<file path="config.mk">
export PLATFORM = sky130hd
export DESIGN_NAME = dmem_access_ctrl_flat
export DESIGN_NICKNAME = d
export VERILOG_FILES = /design/src/rtl/dmem_access_ctrl_if.sv /design/src/rtl/dmem_access_ctrl.sv /design/src/flat_wrapper.sv
export SDC_FILE = /design/constraint.sdc
export NUM_CORES = 1
export LEC_CHECK = 0
export BUFFER_PORTS_ARGS = -buffer_cell sky130_fd_sc_hd__buf_4
export CAP_MARGIN = 20
export CORE_UTILIZATION = 40
export DETAILED_ROUTE_END_ITERATION = 10
export PLACE_DENSITY = 0.71
export SLEW_MARGIN = 20
export SYNTH_ARGS = -nofsm -noshare
export SYNTH_HDL_FRONTEND = slang
export SYNTH_SLANG_ARGS = --single-unit
</file>
<file path="constraint.sdc">
create_clock -name clk -period 5.3 [get_ports clk]
set_clock_uncertainty 0.2 [all_clocks]
set_input_delay 1.06 -clock clk [delete_from_list [all_inputs] [get_ports clk]]
set_output_delay 1.06 -clock clk [all_outputs]
set_load 0.02 [all_outputs]
</file>
<file path="src/rtl/dmem_access_ctrl_if.sv">
// Request/response bundle between one requester (load/store unit or debug port)
// and the data-memory access controller.
interface dmem_access_ctrl_if #(
  parameter int ADDR_W = 32
) ();
  logic              req_valid;
  logic              req_ready;
  logic              we;
  logic [2:0]        funct3;
  logic [ADDR_W-1:0] addr;
  logic [31:0]       wdata;
  logic              rsp_valid;
  logic [31:0]       rsp_rdata;
  logic              rsp_err;

  modport master (
    output req_valid, we, funct3, addr, wdata,
    input  req_ready, rsp_valid, rsp_rdata, rsp_err
  );

  modport slave (
    input  req_valid, we, funct3, addr, wdata,
    output req_ready, rsp_valid, rsp_rdata, rsp_err
  );
endinterface

</file>
<file path="src/rtl/dmem_access_ctrl.sv">
// Two-port round-robin sequencer in front of a word-only registered-read data memory;
// performs RV32I sub-word loads and sb/sh via read-modify-write.
module dmem_access_ctrl #(
  parameter int DMEM_BYTES = 128,
  parameter int ADDR_W     = 32
) (
  input  logic        clk,
  input  logic        reset,
  dmem_access_ctrl_if.slave p0,
  dmem_access_ctrl_if.slave p1,
  output logic        mem_we_o,
  output logic [31:0] mem_addr_o,
  output logic [31:0] mem_wdata_o,
  input  logic [31:0] mem_rdata_i
);

  typedef enum logic [2:0] {S_IDLE, S_READ, S_CAPTURE, S_WRITE, S_RESP} state_e;

  state_e            state_q;
  logic              last_grant_q;
  logic              gnt_q;
  logic              we_q;
  logic [2:0]        f3_q;
  logic [ADDR_W-1:0] addr_q;
  logic [31:0]       wdata_q;
  logic              mem_we_q;
  logic [31:0]       mem_addr_q;
  logic [31:0]       mem_wdata_q;
  logic [1:0]        rsp_valid_q;
  logic              rsp_err_q;
  logic [31:0]       rdata_q;

  logic              gnt_d;
  logic              accept;
  logic              sel_we;
  logic [2:0]        sel_f3;
  logic [ADDR_W-1:0] sel_addr;
  logic [31:0]       sel_wdata;
  logic              sel_err;

  function automatic logic req_error(input logic we, input logic [2:0] f3,
                                     input logic [ADDR_W-1:0] addr);
    logic legal;
    logic misaligned;
    logic out_of_range;
    case (f3)
      3'b000, 3'b001, 3'b010: legal = 1'b1;
      3'b100, 3'b101:         legal = ~we;
      default:                legal = 1'b0;
    endcase
    misaligned   = ((f3[1:0] == 2'b01) && addr[0]) ||
                   ((f3[1:0] == 2'b10) && (addr[1:0] != 2'b00));
    out_of_range = (addr >= ADDR_W'(DMEM_BYTES));
    return ~legal | misaligned | out_of_range;
  endfunction

  function automatic logic [31:0] word_addr(input logic [ADDR_W-1:0] addr);
    return 32'({addr[ADDR_W-1:2], 2'b00});
  endfunction

  function automatic logic [31:0] load_extract(input logic [2:0] f3, input logic [1:0] off,
                                               input logic [31:0] word);
    logic [7:0]  b;
    logic [15:0] h;
    b = word[{off, 3'b000} +: 8];
    h = off[1] ? word[31:16] : word[15:0];
    case (f3)
      3'b000:  return {{24{b[7]}}, b};
      3'b001:  return {{16{h[15]}}, h};
      3'b100:  return {24'd0, b};
      3'b101:  return {16'd0, h};
      default: return word;
    endcase
  endfunction

  function automatic logic [31:0] store_merge(input logic [2:0] f3, input logic [1:0] off,
                                              input logic [31:0] word, input logic [31:0] wd);
    logic [31:0] m;
    m = word;
    if (f3[1:0] == 2'b00)      m[{off, 3'b000} +: 8]     = wd[7:0];
    else if (f3[1:0] == 2'b01) m[{off[1], 4'b0000} +: 16] = wd[15:0];
    else                       m = wd;
    return m;
  endfunction

  // Both valid -> the port that did not win last; a lone valid port always wins.
  always_comb begin
    gnt_d     = p1.req_valid & (~p0.req_valid | ~last_grant_q);
    accept    = (state_q == S_IDLE) & (p0.req_valid | p1.req_valid);
    sel_we    = gnt_d ? p1.we     : p0.we;
    sel_f3    = gnt_d ? p1.funct3 : p0.funct3;
    sel_addr  = gnt_d ? p1.addr   : p0.addr;
    sel_wdata = gnt_d ? p1.wdata  : p0.wdata;
    sel_err   = req_error(sel_we, sel_f3, sel_addr);
  end

  assign p0.req_ready = accept & ~gnt_d;
  assign p1.req_ready = accept &  gnt_d;

  always_ff @(posedge clk) begin
    if (reset) begin
      state_q      <= S_IDLE;
      last_grant_q <= 1'b1;
      gnt_q        <= 1'b0;
      mem_we_q     <= 1'b0;
      mem_addr_q   <= '0;
      mem_wdata_q  <= '0;
      rsp_valid_q  <= '0;
    end else begin
      mem_we_q    <= 1'b0;
      rsp_valid_q <= '0;
      case (state_q)
        S_IDLE: if (accept) begin
          gnt_q        <= gnt_d;
          last_grant_q <= gnt_d;
          we_q         <= sel_we;
          f3_q         <= sel_f3;
          addr_q       <= sel_addr;
          wdata_q      <= sel_wdata;
          if (sel_err) begin
            rsp_valid_q <= {gnt_d, ~gnt_d};
            rsp_err_q   <= 1'b1;
            rdata_q     <= '0;
            state_q     <= S_RESP;
          end else if (sel_we && sel_f3[1:0] == 2'b10) begin
            mem_we_q    <= 1'b1;
            mem_addr_q  <= word_addr(sel_addr);
            mem_wdata_q <= sel_wdata;
            state_q     <= S_WRITE;
          end else begin
            mem_addr_q <= word_addr(sel_addr);
            state_q    <= S_READ;
          end
        end
        S_READ: state_q <= S_CAPTURE;
        S_CAPTURE: begin
          if (we_q) begin
            mem_we_q    <= 1'b1;
            mem_wdata_q <= store_merge(f3_q, addr_q[1:0], mem_rdata_i, wdata_q);
            state_q     <= S_WRITE;
          end else begin
            rdata_q     <= load_extract(f3_q, addr_q[1:0], mem_rdata_i);
            rsp_err_q   <= 1'b0;
            rsp_valid_q <= {gnt_q, ~gnt_q};
            state_q     <= S_RESP;
          end
        end
        S_WRITE: begin
          rdata_q     <= '0;
          rsp_err_q   <= 1'b0;
          rsp_valid_q <= {gnt_q, ~gnt_q};
          state_q     <= S_RESP;
        end
        S_RESP:  state_q <= S_IDLE;
        default: state_q <= S_IDLE;
      endcase
    end
  end

  // Response payload is gated so the idle port always presents zeros.
  assign p0.rsp_valid = rsp_valid_q[0];
  assign p0.rsp_rdata = rsp_valid_q[0] ? rdata_q : 32'd0;
  assign p0.rsp_err   = rsp_valid_q[0] & rsp_err_q;
  assign p1.rsp_valid = rsp_valid_q[1];
  assign p1.rsp_rdata = rsp_valid_q[1] ? rdata_q : 32'd0;
  assign p1.rsp_err   = rsp_valid_q[1] & rsp_err_q;

  assign mem_we_o    = mem_we_q;
  assign mem_addr_o  = mem_addr_q;
  assign mem_wdata_o = mem_wdata_q;

endmodule

</file>
<file path="src/flat_wrapper.sv">
// flat-port wrapper written by rule: the top's interface ports become plain ports
module dmem_access_ctrl_flat 
#(
  parameter int DMEM_BYTES = 128,
  parameter int ADDR_W     = 32
)
  (clk, reset, mem_we_o, mem_addr_o, mem_wdata_o, mem_rdata_i, p0_req_valid, p0_we, p0_funct3, p0_addr, p0_wdata, p0_req_ready, p0_rsp_valid, p0_rsp_rdata, p0_rsp_err, p1_req_valid, p1_we, p1_funct3, p1_addr, p1_wdata, p1_req_ready, p1_rsp_valid, p1_rsp_rdata, p1_rsp_err);
  dmem_access_ctrl_if #(.ADDR_W(ADDR_W)) p0_i ();
  dmem_access_ctrl_if #(.ADDR_W(ADDR_W)) p1_i ();
  input  logic clk;
  input  logic reset;
  output logic mem_we_o;
  output logic [31:0] mem_addr_o;
  output logic [31:0] mem_wdata_o;
  input  logic [31:0] mem_rdata_i;
  input wire logic [$bits(p0_i.req_valid)-1:0] p0_req_valid;
  input wire logic [$bits(p0_i.we)-1:0] p0_we;
  input wire logic [$bits(p0_i.funct3)-1:0] p0_funct3;
  input wire logic [$bits(p0_i.addr)-1:0] p0_addr;
  input wire logic [$bits(p0_i.wdata)-1:0] p0_wdata;
  output wire logic [$bits(p0_i.req_ready)-1:0] p0_req_ready;
  output wire logic [$bits(p0_i.rsp_valid)-1:0] p0_rsp_valid;
  output wire logic [$bits(p0_i.rsp_rdata)-1:0] p0_rsp_rdata;
  output wire logic [$bits(p0_i.rsp_err)-1:0] p0_rsp_err;
  input wire logic [$bits(p1_i.req_valid)-1:0] p1_req_valid;
  input wire logic [$bits(p1_i.we)-1:0] p1_we;
  input wire logic [$bits(p1_i.funct3)-1:0] p1_funct3;
  input wire logic [$bits(p1_i.addr)-1:0] p1_addr;
  input wire logic [$bits(p1_i.wdata)-1:0] p1_wdata;
  output wire logic [$bits(p1_i.req_ready)-1:0] p1_req_ready;
  output wire logic [$bits(p1_i.rsp_valid)-1:0] p1_rsp_valid;
  output wire logic [$bits(p1_i.rsp_rdata)-1:0] p1_rsp_rdata;
  output wire logic [$bits(p1_i.rsp_err)-1:0] p1_rsp_err;
  assign p0_i.req_valid = p0_req_valid;
  assign p0_i.we = p0_we;
  assign p0_i.funct3 = p0_funct3;
  assign p0_i.addr = p0_addr;
  assign p0_i.wdata = p0_wdata;
  assign p0_req_ready = p0_i.req_ready;
  assign p0_rsp_valid = p0_i.rsp_valid;
  assign p0_rsp_rdata = p0_i.rsp_rdata;
  assign p0_rsp_err = p0_i.rsp_err;
  assign p1_i.req_valid = p1_req_valid;
  assign p1_i.we = p1_we;
  assign p1_i.funct3 = p1_funct3;
  assign p1_i.addr = p1_addr;
  assign p1_i.wdata = p1_wdata;
  assign p1_req_ready = p1_i.req_ready;
  assign p1_rsp_valid = p1_i.rsp_valid;
  assign p1_rsp_rdata = p1_i.rsp_rdata;
  assign p1_rsp_err = p1_i.rsp_err;
  dmem_access_ctrl #(.DMEM_BYTES(DMEM_BYTES), .ADDR_W(ADDR_W)) u_core (.clk(clk), .reset(reset), .p0(p0_i), .p1(p1_i), .mem_we_o(mem_we_o), .mem_addr_o(mem_addr_o), .mem_wdata_o(mem_wdata_o), .mem_rdata_i(mem_rdata_i));
endmodule
</file>
==> results summary <==
STA classifies the critical path startpoint as an input pin. The worst pin sits at a relative slew slack of 30.7%. The via density per instance came out at about 5.3.

Yosys instantiated no cell more often than sky130_fd_sc_hd__nand2_1. The run finished with clean final reports. Summing the sequential cell areas from Yosys gives 45.6% of the chip area.

For hold timing, the worst endpoint is u_core.mem_addr_o[7]. The post-route DRC violation count came out at 0. The most used flip-flop cell after synthesis is sky130_fd_sc_hd__edfxtp_1.

Summed over all layers, the global routing overflow is 0. Sorting the synthesized cells by area gives the leading types as sky130_fd_sc_hd__edfxtp_1 (27%), sky130_fd_sc_hd__dfxtp_1 (18%), sky130_fd_sc_hd__and2_1 (7.3%). The number of nets in the final layout is around 1300. After synthesis, the share of flip-flops with an asynchronous set or reset is 0%.

Averaged over all synthesized cells, the footprint is approximately 9.1 um^2. VDD sags by at most 0.217 mV. For this design the static power due to leakage is 4.96 nW.

The post-route setup TNS is 0 ns. The maximum number of pins on one net before global-route repair is 77. Summing all flip-flop and latch instances after layout gives 3530 um^2. The tightest min-delay check is of the reg -> reg type. In this run the critical register-to-register path is launched from u_core.addr_q[1].

The via count is 7360. The worst hold path begins at u_core.mem_addr_o[7]. The number of optimization iterations in the first detailed-route pass is 7.

In the final layout, the share of cells above drive strength 1 is ~34%. The synthesized instance count is around 850. The transition time at the pin with the least slew margin came out at 1.04 ns. The reg-to-reg setup timing slack is roughly 1.9 ns. The post-route clock period utilization came out at between 60 and 70%. Once the clock tree was built, the resizer swapped 0 gates to a different size. Once the floorplan was initialized, standard cells occupied between 40 and 50% of the core. The number of hold violations in the final report is 0. The cell count of the worst reg-to-reg path came out at 9.

The tool flagged a number of max-cap violations equal to 0. By startpoint and endpoint, the worst setup path is classified as in -> out. The commonest cells after synthesis are sky130_fd_sc_hd__nand2_1 (146), sky130_fd_sc_hd__and2_1 (91), sky130_fd_sc_hd__edfxtp_1 (71), sky130_fd_sc_hd__dfxtp_1 (70), sky130_fd_sc_hd__nor2_1 (64).

The distinct cell type count of the synthesized netlist is 52. The total number of yosys warnings came out at 0. Counting flops with a built-in enable in the synthesized netlist gives 71.

The timing-limited maximum frequency came out at 277 MHz. The clock transition time at the flip-flop clock pins of the worst setup and hold paths came out at approximately 0.07 ns. The arrival time at the worst endpoint came out at 2.35 ns.

The post-detailed-placement cell area is roughly 10000 um^2. The area of the mapped netlist came out at 7760 um^2. The aggregate routed wire length came out at 24300 um. STA puts the critical path data required time at just over 4 ns. The post-route standard cell area excluding fillers came out at 10800 um^2. The I/O pin count is approximately 310. Setup repair after global routing left no endpoint under its margin. The H-tree was split into 4 levels. The clock period could shrink to 3.61 ns. The power per unit of standard cell area is 260 nW/um^2. The total global-route track usage is 24.0%. The setup violation total in the final timing report is 0. The most numerous cell on the critical path is sky130_fd_sc_hd__buf_4.

The max-slew violation total from the final report is 0. Routability-driven placement finished with a final weighted congestion of 0.943. The sort of element at the end of the critical path is an output port. The TritonCTS buffer count is 17. From synthesis to final layout, the design area changed by 39.4%. In this run the worst path has a maximum fanout of 16. The floorplan die area is 20000 um^2. The buffer levels on the longest clock path is 2. The number of global-route vias before repair is 6801. The clock drives 141 sinks. The quantity of hold-fixing buffers added after cts is 0. The initial antenna violation count is 0. Dividing the detail-routed wire length by the instance count gives 17.4 um. The flip-flop and latch count after synthesis came out at 141. The count of buffers from port buffering is 304. The final antenna-violating net count is 0. The signal on the critical path passes through buf_4 > a21bo_2 > nor4_1 > buf_4.

The area share of the largest cell type after synthesis is 27.5%. The number of setup buffers added after CTS is 0. In this run the critical register-to-register path is captured at u_core.mem_wdata_o[17]. The initialized floorplan defines 50 standard-cell rows. The number of inserted diodes came out at 0. For this design, the slowest cell found on the critical path is sky130_fd_sc_hd__nor4_1. The number of design-rule violations left by the first detailed-router iteration came out at 579. The clock tree root driver cell is sky130_fd_sc_hd__clkbuf_16. The die height came out at 141 um. After floorplanning, the core was sized to cover ~19000 um^2. The floorplan die width is 141 um.

The cell depth of the worst min-delay path came out at 1. The placed wire-length estimate is 18000 um. For this run, the slowest stage of the critical path takes 0.55 ns. The area used by multi-input combinational logic is 3910 um^2. The synthesized design spends more area on one cell type than any other, namely sky130_fd_sc_hd__edfxtp_1.

The filler cell count in the final layout is 1741. TritonCTS built the clock tree. The first global-routing pass estimated 36500 um of wire. The clock insertion delay at the later pin of the skew report came out at 0.42 ns.
flip-flops by register name (all words and copies together), names as in the netlist:
name	count
u_core.addr_q	2
u_core.f3_q	3
u_core.gnt_q	1
u_core.last_grant_q	1
u_core.mem_addr_o	30
u_core.mem_wdata_o	32
u_core.mem_we_o	1
u_core.rdata_q	32
u_core.rsp_err_q	1
u_core.rsp_valid_q	2
u_core.state_q	3
u_core.wdata_q	32
u_core.we_q	1
power by group:
| group | switching [W] | leakage [nW] | internal, W |
|---|---|---|---|
| clock network | 0.000509 | 0.287 | 0.000661 |
| logic | 0.000233 | 3.41 | 0.000191 |
| registers | 0.0000312 | 1.26 | 0.00119 |
| total | 0.000773 | 4.96 | 0.00204 |
cells by family (layout without fill, tap and decap cells):
group / after synthesis / after routing / share of synthesized area (%)
other: 1 / 2 / 0.0483
AO/OA/AOI/OAI: 161 / 161 / 15.0
buffers and inverters: 90 / 373 / 4.79
flip-flops: 141 / 141 / 45.6
AND/OR/NAND/NOR: 391 / 391 / 24.7
adder cells (fa/ha/maj): 5 / 5 / 0.807
multiplexers: 60 / 60 / 9.02
placed cells by master (no fill, tap or decap), types with 3 or more instances in the layout:
cell / n
sky130_fd_sc_hd__buf_4: 313
sky130_fd_sc_hd__nand2_1: 146
sky130_fd_sc_hd__and2_1: 91
sky130_fd_sc_hd__edfxtp_1: 71
sky130_fd_sc_hd__dfxtp_1: 70
sky130_fd_sc_hd__nor2_1: 62
sky130_fd_sc_hd__mux2i_1: 38
sky130_fd_sc_hd__a221oi_1: 38
sky130_fd_sc_hd__a21oi_1: 36
sky130_fd_sc_hd__o21ai_0: 29
sky130_fd_sc_hd__inv_1: 26
sky130_fd_sc_hd__nand2b_1: 22
sky130_fd_sc_hd__nor3_1: 20
sky130_fd_sc_hd__clkbuf_16: 17
sky130_fd_sc_hd__nor2b_1: 16
sky130_fd_sc_hd__a211oi_1: 14
sky130_fd_sc_hd__mux2_4: 13
sky130_fd_sc_hd__nor4_1: 11
sky130_fd_sc_hd__a211o_1: 10
sky130_fd_sc_hd__a222oi_1: 8
sky130_fd_sc_hd__mux2_2: 7
sky130_fd_sc_hd__a32o_1: 7
sky130_fd_sc_hd__inv_6: 7
sky130_fd_sc_hd__or3_1: 6
sky130_fd_sc_hd__a311oi_1: 5
sky130_fd_sc_hd__ha_1: 5
sky130_fd_sc_hd__inv_4: 3
sky130_fd_sc_hd__clkinv_4: 3
worst max path at each step:
stage,startpoint,to,slack [ns]
after floorplan,p1_req_valid,u_core.rdata_q[0],0.91
after global placement,p1_req_valid,u_core.rdata_q[3],1.49
after detailed placement,p1_req_valid,u_core.rdata_q[4],1.44
after CTS,p0_req_valid,p1_req_ready,1.69
after global routing,p0_req_valid,p1_req_ready,1.61
final,p0_req_valid,p1_req_ready,1.69
worst max-delay path, delay by kind of cell:
family,cells,cell delay [ns]
buf+inv,2,0.38
compound gates,1,0.35
simple gates,1,0.55
stage by stage:
stage	worst slack, ns	hold slack (ns)	power [W]	cells	util [%]
after floorplan	0.912	0.260	0.00145	850	-
after detailed placement	1.44	0.245	0.00166	1360	54.3
after global routing	1.61	0.282	0.00291	1393	57.4
final	1.69	0.263	0.00281	1393	57.4
after global placement	1.49	0.244	0.00165	1360	54.2
after CTS	1.69	0.265	0.00282	1392	57.3
cell type report:
type / instances / share of cell area [%]
inverter: 27 / 0.937
timing repair buffer: 314 / 21.9
multi-input combinational: 619 / 36.2
clock buffer: 17 / 3.93
clock inverter: 15 / 1.37
sequential: 141 / 32.7
tap: 260 / 3.01
metal layers:
metal	wire length (um)	share of wire, %	vias to the layer above	global-route usage, %
met5	0	0	-	0
li1	-	-	3557	-
met4	495	2.0	0	8.01
met2	11000	45	369	37.6
met1	10500	43	3401	32.1
met3	2310	9.5	33	6.55
(Power assumes the default switching activity.)
